==> src/rtl/multicycle_control.sv <==
// Multi-cycle RV32 control unit: FETCH/DECODE/EXEC/MEM/WB/HALT sequencer with
// instruction register, ALU control, immediate generation and memory/PC strobes.
module multicycle_control #(
  parameter int XLEN            = 32,
  parameter bit HALT_ON_ILLEGAL = 1'b1
) (
  input  logic            clk,
  input  logic            rst,
  input  logic            imem_ack,
  input  logic [31:0]     instr,
  input  logic            dmem_ack,
  input  logic            br_taken,
  output logic            imem_req,
  output logic            dmem_req,
  output logic            dmem_we,
  output logic            rf_we,
  output logic            alu_imm,
  output logic [2:0]      alu_funct3,
  output logic [6:0]      alu_funct7,
  output logic [XLEN-1:0] imm,
  output logic [1:0]      wb_sel,
  output logic            pc_we,
  output logic            pc_sel,
  output logic            illegal,
  output logic [2:0]      state
);

  typedef enum logic [2:0] {
    FETCH  = 3'd0,
    DECODE = 3'd1,
    EXEC   = 3'd2,
    MEM    = 3'd3,
    WB     = 3'd4,
    HALT   = 3'd5
  } state_t;

  localparam logic [6:0] OPC_OP_IMM = 7'b0010011;
  localparam logic [6:0] OPC_OP     = 7'b0110011;
  localparam logic [6:0] OPC_LOAD   = 7'b0000011;
  localparam logic [6:0] OPC_STORE  = 7'b0100011;
  localparam logic [6:0] OPC_BRANCH = 7'b1100011;
  localparam logic [6:0] OPC_LUI    = 7'b0110111;

  function automatic logic [XLEN-1:0] sign_ext(input logic signed [31:0] v);
    return XLEN'(v);
  endfunction

  state_t      state_q, state_d;
  logic [31:0] ir_q;
  logic        illegal_q;
  logic        set_illegal;

  logic [6:0]  opcode;
  logic        is_load, is_store, is_branch, is_legal;
  logic        imem_req_c, dmem_req_c, rf_we_c, pc_we_c, pc_sel_c;
  logic        alu_imm_c;
  logic [2:0]  funct3_c;
  logic [6:0]  funct7_c;
  logic [1:0]  wb_sel_c;
  logic signed [31:0] imm32;

  assign opcode    = ir_q[6:0];
  assign is_load   = (opcode == OPC_LOAD);
  assign is_store  = (opcode == OPC_STORE);
  assign is_branch = (opcode == OPC_BRANCH);
  assign is_legal  = (opcode == OPC_OP_IMM) || (opcode == OPC_OP) || is_load ||
                     is_store || is_branch || (opcode == OPC_LUI);

  always_ff @(posedge clk) begin
    if (rst) begin
      state_q   <= FETCH;
      ir_q      <= '0;
      illegal_q <= 1'b0;
    end else begin
      state_q <= state_d;
      if (state_q == FETCH && imem_ack)
        ir_q <= instr;
      if (set_illegal)
        illegal_q <= 1'b1;
    end
  end

  always_comb begin
    state_d     = state_q;
    imem_req_c  = 1'b0;
    dmem_req_c  = 1'b0;
    rf_we_c     = 1'b0;
    pc_we_c     = 1'b0;
    pc_sel_c    = 1'b0;
    set_illegal = 1'b0;
    case (state_q)
      FETCH: begin
        imem_req_c = 1'b1;
        if (imem_ack) state_d = DECODE;
      end
      DECODE: begin
        if (is_legal) begin
          state_d = EXEC;
        end else begin
          set_illegal = 1'b1;
          if (HALT_ON_ILLEGAL) begin
            state_d = HALT;
          end else begin
            state_d = FETCH;
            pc_we_c = 1'b1;
          end
        end
      end
      EXEC: begin
        if (is_load || is_store) begin
          state_d = MEM;
        end else if (is_branch) begin
          state_d  = FETCH;
          pc_we_c  = 1'b1;
          pc_sel_c = br_taken;
        end else begin
          state_d = WB;
        end
      end
      MEM: begin
        dmem_req_c = 1'b1;
        if (dmem_ack) begin
          if (is_load) begin
            state_d = WB;
          end else begin
            state_d = FETCH;
            pc_we_c = 1'b1;
          end
        end
      end
      WB: begin
        rf_we_c = 1'b1;
        pc_we_c = 1'b1;
        state_d = FETCH;
      end
      HALT:    state_d = HALT;
      default: state_d = FETCH;
    endcase
  end

  // Datapath controls depend only on the latched instruction word.
  always_comb begin
    imm32     = '0;
    alu_imm_c = 1'b0;
    funct3_c  = 3'd0;
    funct7_c  = 7'd0;
    wb_sel_c  = 2'd0;
    case (opcode)
      OPC_OP: begin
        funct3_c = ir_q[14:12];
        funct7_c = ir_q[31:25];
      end
      OPC_OP_IMM: begin
        alu_imm_c = 1'b1;
        funct3_c  = ir_q[14:12];
        funct7_c  = (ir_q[14:12] == 3'b101) ? ir_q[31:25] : 7'd0;
        imm32     = {{20{ir_q[31]}}, ir_q[31:20]};
      end
      OPC_LOAD: begin
        alu_imm_c = 1'b1;
        wb_sel_c  = 2'd1;
        imm32     = {{20{ir_q[31]}}, ir_q[31:20]};
      end
      OPC_STORE: begin
        alu_imm_c = 1'b1;
        imm32     = {{20{ir_q[31]}}, ir_q[31:25], ir_q[11:7]};
      end
      OPC_BRANCH: begin
        funct3_c = ir_q[14:12];
        funct7_c = 7'b0100000;
        imm32    = {{19{ir_q[31]}}, ir_q[31], ir_q[7], ir_q[30:25], ir_q[11:8], 1'b0};
      end
      OPC_LUI: begin
        wb_sel_c = 2'd2;
        imm32    = {ir_q[31:12], 12'b0};
      end
      default: ;
    endcase
  end

  // Reset forces every output low in the same cycle, cancelling in-flight accesses.
  assign imem_req   = imem_req_c & ~rst;
  assign dmem_req   = dmem_req_c & ~rst;
  assign dmem_we    = dmem_req_c & is_store & ~rst;
  assign rf_we      = rf_we_c & ~rst;
  assign pc_we      = pc_we_c & ~rst;
  assign pc_sel     = pc_sel_c & ~rst;
  assign alu_imm    = alu_imm_c & ~rst;
  assign alu_funct3 = rst ? 3'd0 : funct3_c;
  assign alu_funct7 = rst ? 7'd0 : funct7_c;
  assign wb_sel     = rst ? 2'd0 : wb_sel_c;
  assign imm        = rst ? '0 : sign_ext(imm32);
  assign illegal    = illegal_q & ~rst;
  assign state      = rst ? 3'd0 : state_q;

endmodule

==> config.mk <==
export PLATFORM = sky130hd
export DESIGN_NAME = multicycle_control
export DESIGN_NICKNAME = d
export VERILOG_FILES = /design/src/rtl/multicycle_control.sv
export SDC_FILE = /design/constraint.sdc
export NUM_CORES = 1
export LEC_CHECK = 0
export ABC_CLOCK_PERIOD_IN_PS = 1750
export BUFFER_PORTS_ARGS = -buffer_cell sky130_fd_sc_hd__buf_2
export CAP_MARGIN = 20
export CORE_AREA = 8 8 82 84
export CTS_CLUSTER_DIAMETER = 50
export DETAILED_ROUTE_END_ITERATION = 8
export DIE_AREA = 0 0 90 92
export PLACE_DENSITY = 0.67
export SLEW_MARGIN = 25
export SYNTH_ARGS = -nofsm -noshare
export SYNTH_HDL_FRONTEND = slang
export SYNTH_SLANG_ARGS = --single-unit
==> constraint.sdc <==
create_clock -name clk -period 1.75 [get_ports clk]
set_input_delay 0.175 -clock clk [delete_from_list [all_inputs] [get_ports clk]]
set_output_delay 0.175 -clock clk [all_outputs]
set_load 0.01 [all_outputs]
# After elaboration in Yosys (flattened, before gate mapping)

Cells that the tools add are included.

Register bits after elaboration: 36
Latch bits: 0
RAM bits: 0
Memory bits (read-only): 0
Input bits: 37
Output and inout port bits: 55
Word-level logic and storage cells: 70
Memories: 0

Add/sub/neg operators: 0
Multipliers: 0
Divide/modulo/power cells: 0
Magnitude comparators: 0
Eq/ne operators: 14
Shift-type cells: 0
Multiplexer cells: 31
Bitwise operators: 10
Reductions and logical operators: 12

Operators with widths:

| kind                                           | number |
|---|---|
| case mux 32 bit (4 select lines)               | 1 |
| 2-to-1 mux 32 bit                              | 1 |
| 2-to-1 mux 3 bit                               | 9 |
| == test 7 x 6 -> 1 bit (second input constant) | 3 |
| case mux 7 bit (3 select lines)                | 1 |
| case mux 3 bit (5 select lines)                | 1 |
| 2-to-1 mux 7 bit                               | 2 |
| 2-to-1 mux 1 bit                               | 13 |
| AND 1 bit                                      | 9 |
| == test 3 bit (second input constant)          | 3 |
| == test 7 x 2 -> 1 bit (second input constant) | 1 |
| == test 7 x 5 -> 1 bit (second input constant) | 1 |
| == test 7 bit (second input constant)          | 1 |
| == test 3 x 2 -> 1 bit (second input constant) | 2 |
| logical OR 1 bit                               | 6 |
| OR reduction 3 bit                             | 2 |
| != test 2 bit (second input constant)          | 2 |
| case mux 2 bit (2 select lines)                | 1 |
| == test 3 x 1 -> 1 bit (second input constant) | 1 |
| zero test 3 bit                                | 1 |
| case mux 1 bit (3 select lines)                | 1 |
| 2-to-1 mux 2 bit                               | 1 |
| AND reduction 2 bit                            | 1 |
| OR reduction 2 bit                             | 1 |
| other kinds (2)                                | 2 |

# Longest topological paths before layout

Depth after elaboration: 8
Mapped depth: 6
Mapped depth without buffers: 4

# Worst setup path after synthesis

Ideal clock, no wire load.

Kind: register to output
From: reg ir_q[5]
To: out imm[22]
Arrival: 1.570 ns
Data required time: 1.575 ns
Path slack: 0.005 ns
Cell stages (with the launch flop): 7
Buffers on the path: 2
Cell sequence: dfxtp_1 > buf_2 > or2_1 > a21o_1 > a211o_1 > buf_2 > a21oi_1

Word-level cells in the longest chain between the ends: 4
Elaborated cells between the ends (all ways): 8
Those cells by class: eq/ne (5); mux (2); reduce/logical (1)

Ends and longest elaborated chain:

| item                                                                    | line | source |
|---|---|---|
| start, declared                                                         | 49   | `logic [31:0] ir_q;` |
| start signal, assigned                                                  | 77   | `ir_q <= instr;` |
| == test 7 x 2 -> 1 bit / == test 7 x 5 -> 1 bit (equally long branches) | 148  | `case (opcode)` |
| OR reduction 2 bit (no line)                                            | -    |  |
| case mux 32 bit (4 select lines) *                                      | 148  |  |
| 2-to-1 mux 32 bit *                                                     | 192  | `assign imm = rst ? '0 : sign_ext(imm32);` |
| end, declared                                                           | 20   | `output logic [XLEN-1:0] imm,` |

Mark *: on every way between the ends. The rest lies on a longest branch, timed or not.

# Worst setup path in the final report

From: reg ir_q[5]
To: out imm[25]

Same word-level chain as after synthesis.

==> summary.txt <==
Yosys
  • Post-synth top area share: 34.68%
  • Post-Synthesis Cells: 298
  • Top_reg_cell synth: dfxtp_1
  • Top cells by area, synth: dfxtp_1 35%, nand2_1 16%, a21oi_1 13%, and2_1 3.6%, clkbuf_1 3.1%
  • EDFF count, synth: 0
  • Asr flop ratio synth: 0%
  • Dominant cell type by area after synthesis: dfxtp_1
  • Count of cell types in the netlist: 42
  • Seq/Total Area, Yosys: 34.68%
  • Post-synthesis cell area: 2078 um^2
  • Net Count, Synth: 335
  • Yosys reg bits: 36
  • Yosys warnings: 0
  • Synth Area per Inst: 6.974 um^2

Route
  • Vias per cell: just over 5
  • DRT iter0 DRCs: ~120
  • Routed length per instance: 16.78 um
  • DR pass1 iterations: 4
  • DRC viols: 0
  • DRT antenna net count: 0
  • DR vias: 2524
  • Routed WL: ~8000 um

Place
  • DP HPWL: 5031 um
  • Placed cell count: approximately 460
  • IO Port Bufs: between 90 and 100
  • Routability Congestion: a little over 0.8
  • Place WS: -0.06606 ns

Critical path
  • CP Cell Sequence: or2_1 > a21o_1 > a211o_4 > buf_12 > a21oi_2 > buf_2
  • CP required: 1.57 ns
  • Crit path DAT: around 1.9 ns
  • WS Path Type: register to primary output
  • Buf/Inv on CP: 2
  • CP Capture Type: primary output
  • Crit-path slowest cell: a211o_4
  • Largest stage delay, worst path: 0.40 ns
  • Crit path max-delay family: compound AO/OA/AOI/OAI gates
  • CP startpoint kind: register
  • CP Max Fanout: 8

Timing
  • Max-slew violation count: 0
  • RSZ-0062 raised after global routing: true
  • Period Utilization, post-route: 118.4%
  • Final-report hold violation count: 0
  • Least-Margin Pin Slew: 0.3582 ns
  • Crit path time final: 2.072 ns
  • Worst relative slew slack: roughly three quarters
  • Final WS setup: -0.3220 ns
  • Setup TNS: -8.546 ns
  • Number of setup violations in the final report: 43
  • Clock Skew: 0.003570 ns
  • FMAX: 482.6 MHz

Power
  • Pleak: 1.439 nW
  • PwrDens: 610.1 nW/um^2
  • Peak VDD IR: 0.4074 mV
  • Total Power: 2.114 mW

Final layout
  • Share of cells above drive strength 1: 48.80%
  • Final Non-Filler Cells: between 400 and 500
  • Synth-to-Final Area Change: 66.71%
  • Commonest non-fill, non-tap cell in the layout: nand2_1
  • Commonest non-fill, non-tap cells in the layout: 88 x nand2_1, 83 x buf_2, 36 x a21oi_1
  • Antenna cells: 0
  • Nets@finish: roughly 450
  • Layout Utilization: 64.10%

Clock network
  • Clk buf depth: 2
  • Clock sink count: 36
  • CTS buffer count: 5
  • CTS tree: yes
  • CTS root buf: clkbuf_8
  • H-tree levels: 2
  • Reg clk slew, reported paths: 0.07 ns
  • Latest clock arrival within the worst-skew pair: between 0.2 and 0.3 ns

Floorplanning
  • Die X: 90 um
  • I/O Pins: 92
  • Die Y: 92 um
  • Placeable Area: between 5000 and 6000 um^2
  • Die area: 8280 um^2
  • Initial Utilization: 38.45%
  • Site row count: 27

Global routing
  • First-pass GRT wire length: 12530 um
  • Vias in the first global route: ~2.5k
  • Initial antenna violation count: 0
  • GR Overflow Total: 0
  • GRT Total Usage: 18.13%
  • Largest net degree at the start of global routing: 33

Job
  • Max-cap violations: 0

Hold path
  • Worst hold path class: primary input to register

Status
  • Failing checks: negative setup slack
  • Status: complete, but fails checks
## worst register-to-register path, cell delays in order, from the launching register on
cell and delay, ns:
dfxtp_4 0.37, and4bb_4 0.35, nand2b_4 0.10, buf_6 0.13
or4b_4 0.47, a311oi_2 0.19
## where the power goes
part           switching [mW]  internal [mW]  leakage (nW)  total [mW]
Clock                   0.294          0.423        0.0552       0.717
Combinational           0.244          0.205          1.09       0.449
Sequential             0.0605          0.888         0.299       0.949
## repair_timing
| item | CTS | global route |
|---|---|---|
| hold endpoints to repair | 0 | 0 |
| endpoints found under the setup margin | 45 | 47 |
| buffers inserted | 9 | 12 |
| cloned | 3 | 0 |
| pin swaps | 17 | 11 |
| hold buffers | 0 | 0 |
| resized for setup | 56 | 35 |
## stage by stage
| stage | area, um^2 | hold slack, ns |
|---|---|---|
| 3_3_place_gp | 2739 | 0.4150 |
| 5_1_grt | 3465 | 0.1144 |
| 2_1_floorplan | 2078 | 0.3110 |
| 4_1_cts | 3228 | 0.1180 |
| 3_5_place_dp | 2739 | 0.4241 |
| 6_report | 3465 | 0.1181 |
## per-layer routing
metal	vias up	share of wire [%]	global-route usage, %
met5	-	0	0
met4	0	2.0	4.716
met3	16	7.4	6.846
met2	86	46	29.88
met1	1169	44	21.68
li1	1253	-	-
## cell families after synthesis
logic type             share of synthesized area (%)
muxes                                         0.4817
AOI/OAI and AO/OA                              21.31
and+or+nand+nor                                37.99
DFF                                            34.68
buffers and inverters                          5.539
## worst paths after layout
check / cells after the start / end / slack (ns) / startpoint
setup reg to reg: 5 / state_q[1]$_SDFFE_PP0P_ / 0.06 / ir_q[2]$_SDFFE_PP0P_
hold / removal: 3 / ir_q[3]$_SDFFE_PP0P_ / 0.12 / instr[3]
setup / recovery: 6 / imm[25] / -0.32 / ir_q[5]$_SDFFE_PP0P_
hold reg to reg: 2 / ir_q[11]$_SDFFE_PP0P_ / 0.45 / ir_q[11]$_SDFFE_PP0P_
## synth_stat cells (3+ instances only)
cell,number
a22oi_1,4
nand2b_1,4
nand3b_1,6
nor4b_1,3
buf_2,5
nor4_1,3
nor2_1,10
nor3_1,5
and2_1,12
nor2b_1,7
a21oi_1,55
nand2_1,89
dfxtp_1,36
clkbuf_1,17
## layout make-up
| cell class | instances | area [um^2] |
|---|---|---|
| multi-input combinational | 235 | 1504 |
| clock buffer | 6 | 72.57 |
| fill | 484 | 1941 |
| tap | 72 | 90.09 |
| inverter | 2 | 7.507 |
| clock inverter | 2 | 35.03 |
| sequential | 36 | 732.0 |
| timing repair buffer | 135 | 1023 |
## sequential cells by signal, indices dropped and copies added (netlist names)
signal     flops
illegal_q      1
ir_q          32
state_q        3
Note: power is estimated with default switching activity, not from simulation.
